### src/rtl/filter_out_capture.sv
// filter_out_capture: armed, magnitude-triggered capture of a filter output stream with peak tracking.
// Optional CAPTURE_ENERGY_EN adds an `energy` output (sum of squares of captured samples).
module filter_out_capture #(
    parameter int DATA_W = 18,
    parameter int ADDR_W = 7
) (
    input  logic                     sys_clk,
    input  logic                     reset,
    input  logic                     sam_clk_en,
    input  logic signed [DATA_W-1:0] y_in,
    input  logic                     arm,
    input  logic        [DATA_W-2:0] thresh,
    input  logic        [ADDR_W-1:0] rd_addr,
    output logic signed [DATA_W-1:0] rd_data,
    output logic                     busy,
    output logic                     done,
    output logic        [DATA_W-2:0] peak_mag,
    output logic        [ADDR_W-1:0] peak_idx
`ifdef CAPTURE_ENERGY_EN
    ,
    output logic [2*DATA_W+ADDR_W-1:0] energy
`endif
);
    typedef enum logic [1:0] {IDLE, ARMED, CAPTURE, DONE} state_t;
    state_t r_state, w_next;
    logic signed [DATA_W-1:0] r_mem [2**ADDR_W];
    logic [ADDR_W-1:0] r_wr_ptr;
    logic [DATA_W-2:0] r_peak_mag;
    logic [ADDR_W-1:0] r_peak_idx;
    logic signed [DATA_W-1:0] r_rd_data;
    logic r_busy, r_done;
    logic [DATA_W-1:0] w_abs;
    logic [DATA_W-2:0] w_mag;
    logic w_we;
    assign w_abs = y_in[DATA_W-1] ? -y_in : y_in;
    // Only the most negative value keeps its sign bit after negation; clamp it.
    assign w_mag = w_abs[DATA_W-1] ? '1 : w_abs[DATA_W-2:0];
    assign busy = r_busy;
    assign done = r_done;
    assign peak_mag = r_peak_mag;
    assign peak_idx = r_peak_idx;
    assign rd_data = r_rd_data;
    always_comb begin
        w_next = r_state;
        w_we = 1'b0;
        if (reset) begin
            w_next = IDLE;
        end else if (arm) begin
            w_next = ARMED;
        end else if (sam_clk_en && r_state == ARMED && w_mag >= thresh) begin
            w_we = 1'b1;
            w_next = CAPTURE;
        end else if (sam_clk_en && r_state == CAPTURE) begin
            w_we = 1'b1;
            w_next = (r_wr_ptr == '1) ? DONE : CAPTURE;
        end
    end
    always_ff @(posedge sys_clk) begin
        if (reset) begin
            r_state <= IDLE;
            r_wr_ptr <= '0;
            r_busy <= 1'b0;
            r_done <= 1'b0;
            r_peak_mag <= '0;
            r_peak_idx <= '0;
        end else begin
            r_state <= w_next;
            r_busy <= (w_next == ARMED) || (w_next == CAPTURE);
            r_done <= (w_next == DONE);
            if (arm) begin
                r_wr_ptr <= '0;
                r_peak_mag <= '0;
                r_peak_idx <= '0;
            end else if (w_we) begin
                r_wr_ptr <= r_wr_ptr + 1'b1;
                if (r_state == ARMED || w_mag > r_peak_mag) begin
                    r_peak_mag <= w_mag;
                    r_peak_idx <= r_wr_ptr;
                end
            end
        end
    end
    always_ff @(posedge sys_clk) begin
        if (w_we) r_mem[r_wr_ptr] <= y_in;
    end
    always_ff @(posedge sys_clk) begin
        if (reset) r_rd_data <= '0;
        else r_rd_data <= r_mem[rd_addr];
    end
`ifdef CAPTURE_ENERGY_EN
    logic signed [2*DATA_W-1:0] w_y_ext;
    logic [2*DATA_W-1:0] r_prod;
    logic r_prod_v;
    logic [2*DATA_W+ADDR_W-1:0] r_energy;
    assign w_y_ext = {{DATA_W{y_in[DATA_W-1]}}, y_in};
    assign energy = r_energy;
    always_ff @(posedge sys_clk) begin
        if (reset || arm) begin
            r_prod <= '0;
            r_prod_v <= 1'b0;
            r_energy <= '0;
        end else begin
            r_prod <= w_y_ext * w_y_ext;
            r_prod_v <= w_we;
            if (r_prod_v) r_energy <= r_energy + {{ADDR_W{1'b0}}, r_prod};
        end
    end
`endif
endmodule

### config.mk
export PLATFORM = sky130hd
export DESIGN_NAME = filter_out_capture
export DESIGN_NICKNAME = d
export VERILOG_FILES = /design/src/rtl/filter_out_capture.sv
export SDC_FILE = /design/constraint.sdc
export NUM_CORES = 2
export LEC_CHECK = 0
export BUFFER_PORTS_ARGS = -buffer_cell sky130_fd_sc_hd__buf_4
export CAP_MARGIN = 20
export CORE_UTILIZATION = 55
export DETAILED_ROUTE_END_ITERATION = 16
export GPL_ROUTABILITY_DRIVEN = 0
export GPL_TIMING_DRIVEN = 0
export PLACE_DENSITY = 0.76
export REMOVE_ABC_BUFFERS = 1
export SYNTH_ARGS = -nofsm -noshare
export SYNTH_HDL_FRONTEND = slang
export SYNTH_SLANG_ARGS = --single-unit
### constraint.sdc
create_clock -name sys_clk -period 10 [get_ports sys_clk]
set_input_delay 2 -clock sys_clk [delete_from_list [all_inputs] [get_ports sys_clk]]
set_output_delay 2 -clock sys_clk [all_outputs]
set_load 0.03 [all_outputs]
==> summary.md <==
| Metric | Value |
|---|---|
| RR Endpoint | `r_mem[84][8]$_DFFE_PP_` |
| WP buf/inv | `6` |
| Slew @ Worst Pin | `1.18 ns` |
| First-pass GRT wire length | `316,000 µm` |
| Critical R2R Launch | `r_wr_ptr[6]$_SDFFE_PP0P_` |
| Design Area, Final | `104,000 µm²` |
| Sequential fraction of the synthesis area | `77.2%` |
| Number of routed nets with antenna violations | `0` |
| Post-synth top flop | `edfxtp_1` |
| Detailed-route DRC error count | `0` |
| Hold Path End | `peak_idx[5]$_SDFFE_PP0P_` |
| Placed wire-length estimate | `131,000 µm` |
| Kind of critical path | `primary input to flip-flop` |
| Max-cap violations | `0` |
| Fraction of layout cells with a size suffix above 1 | `25.7%` |
| Synthesized area per cell | `20.8 µm²` |
| Fraction of registers with async set or reset after synthesis | `0%` |
| Worst Hold Depth | `2` |
| Clk_skew | `0.0567 ns` |
| CTS clk-pin slew, worst paths | `0.07 ns` |
| Hold_sp | `peak_idx[5]$_SDFFE_PP0P_` |
| Wirelength, routed | `219,000 µm` |
| Grt ovf | `0` |
| WHS | `0.474 ns` |
| Most frequent cells in the layout | `edfxtp_1 (2,304), mux4_2 (467), mux2i_1 (263)` |
| Initial DRC count | `5,957` |
| Placed inst area | `97,200 µm²` |
| Initial Utilization | `55.6%` |
| Most common cell after layout, fill and taps aside | `edfxtp_1` |
| Total Power | `0.0200 W` |
| Synth Instances | `4,376` |
| Vias in the first global route | `45.9k` |
| Worst-path cell chain | `buf_4 > buf_16 > or3_1 > or4_1 > or4_1 > nor2b_1 > mux2i_1 > ha_1 > and3_1 > a221o_1 > a221oi_1 > nand4_1 > nand4_1 > buf_8 > buf_8 > buf_16 > nor2_2 > buf_8` |
| CP Data Required Time | `10.58 ns` |
| Core area | `164,000 µm²` |
| Die Span X | `409 µm` |
| R2R depth | `5` |
| Nets | `4,716` |
| Post-synth cell types | `61` |
| Final min period | `7.94 ns` |
| Overall Global Routing Usage | `26.2%` |
| Reg2Reg Setup Slack | `6.75 ns` |
| Initial antenna violation count | `2` |
| Slowest cell on the critical path | `or4_1` |
| CP Max Fanout | `66` |
| Clk buf depth | `3` |
| Hold crit path type | `flip-flop to flip-flop` |
| CP delay by family, top | `simple AND/OR/NAND/NOR gates` |
| Setup Buffers After CTS | `0` |
| CTS Sinks | `2,357` |
| CTS tree | `done` |
| Flops & latches, synth | `2,357` |
| Largest net degree at the start of global routing | `99` |
| Die area | `167,000 µm²` |
| Die height | `409 µm` |
| Drt first pass iters | `5` |
| Worst skew pair latency | `0.86 ns` |
| WL per Instance | `31.3 µm` |
| CTS H-tree depth | `4` |
| Area growth, synth to finish | `14.5%` |
| Cell area after synthesis | `90,900 µm²` |
| Cell Count, Final, Fillers Out | `6,994` |
| Crit-path max cell delay | `0.69 ns` |
| RSZ-0062 raised after global routing | `false` |
| Vias per cell | `6.59` |
| Critical path launch point type | `primary input` |
| Critical path data arrival time | `8.53 ns` |
| Final hold violation count | `0` |
| Pwr/cell area | `192 nW/µm²` |
| Clock tree root buffer cell | `clkbuf_16` |
| Max_slew headroom | `21.1%` |
| Number of synthesized flops with an enable pin | `2,304` |
| Max-slew violation count | `0` |
| CTS resizes | `0` |
| Synth warn | `0` |
| CP dominant cell by count | `buf_8` |
| Num rows | `148` |
| Cts hold-fix bufs | `0` |
| Placed insts | `6,589` |
| CTS buffer count | `216` |
| I/O pin count | `90` |
| Outcome | `completed` |
| Vias | `46.1k` |
| Max frequency | `126 MHz` |
| Maximum VDD drop | `167 µV` |
| Tcrit/Tclk final | `79.4%` |
| Buffers added on ports | `89` |
| Leak Pwr | `33.2 nW` |
| Final setup violation count | `0` |
| CP Capture Type | `flip-flop` |
## cell type report
cell class              instances  area (µm²)
diodes                          4        10.0
flip-flops and latches       2357       70200
clock inverters               132        1260
fillers                     10200       59300
inverters                      46         173
repair buffers                281        4200
well taps                    2175        2720
multi-input cells            1731       19800
clock buffers                 268        5710
## per-layer routing
layer	share of wire, %	global-route usage [%]
met4	4.2	10.9
met2	48	40.5
met1	38	37.0
met5	0.0069	0
met3	10	5.05
## synth_stat cells (5+ instances only)
master	count	area share (%)
nor2_1	172	0.71
nor4_1	5	0.034
mux2i_1	263	2.9
buf_4	13	0.11
nand3_1	30	0.17
a211o_1	17	0.16
mux2_2	40	0.50
inv_1	45	0.19
a31oi_1	5	0.034
mux4_2	467	12
o22ai_1	109	0.75
a211oi_1	93	0.77
nand2b_1	24	0.17
a21oi_1	53	0.29
nand2_1	150	0.62
nor2b_1	9	0.062
nand4_1	23	0.16
edfxtp_1	2304	76
o31ai_1	20	0.17
o221ai_1	18	0.17
clkbuf_1	135	0.56
dfxtp_1	53	1.2
a221oi_1	19	0.18
a22oi_1	91	0.75
mux2_1	13	0.16
ha_1	37	0.51
buf_1	16	0.066
nor3_1	6	0.033
xnor2_1	7	0.067
o21ai_0	7	0.039
buf_2	77	0.42
## where the power goes
group	internal [W]	switching, W
combinational	0.000357	0.000638
clock	0.00456	0.00357
sequential	0.0108	0.00000585
total	0.0158	0.00422
## state kept, by name, indices dropped and copies added, names as in the netlist
| register | flops |
|---|---|
| r_mem | 2304 |
| rd_data | 18 |
| peak_mag | 17 |
| peak_idx | 7 |
| r_wr_ptr | 7 |
| r_state | 2 |
| busy | 1 |
| done | 1 |
## how the worst max path moves through the flow
stage | slack, ns | cells after the start | endpoint | startpoint
detailed placement | 1.42 | 18 | r_mem[84][10]$_DFFE_PP_ | y_in[11]
global placement | -6.19 | 7 | rd_data[2]$_SDFF_PP0_ | rd_addr[0]
global route | 1.91 | 18 | r_mem[86][8]$_DFFE_PP_ | y_in[11]
CTS | 2.28 | 18 | r_mem[84][6]$_DFFE_PP_ | y_in[11]
finish | 2.06 | 18 | r_mem[86][8]$_DFFE_PP_ | y_in[11]
floorplan | 3.14 | 12 | r_mem[86][0]$_DFFE_PP_ | y_in[10]
## tightest hold or removal path, cell delays in order (launching register included)
cell and delay, ns:
dfxtp_1 0.31, nand2_1 0.05, mux2i_1 0.06
## through the flow
step | setup TNS [ns] | worst slack [ns] | utilization, %
final | 0 | 2.06 | 63.7
after floorplan | 0 | 3.14 | -
after global placement | -2459.91 | -6.19 | 57.0
after global routing | 0 | 1.91 | 63.7
after CTS | 0 | 2.28 | 63.7
after detailed placement | 0 | 1.42 | 59.4
## logic make-up (layout without fill, tap and decap cells)
kind of cell               count (synthesis)  count (layout)  synth area share, %
muxes                                    783             783                 15.1
other                                      0               4                    0
and+or+nand+nor                          447             447                 2.17
xor gates and xnor gates                  11              11                0.106
adders and majority gates                 37              37                0.509
AOI/OAI and AO/OA                        453             453                 3.51
buffers and inverters                    288             727                 1.36
DFF                                     2357            2357                 77.2
Power figures use the tool's default switching activity.
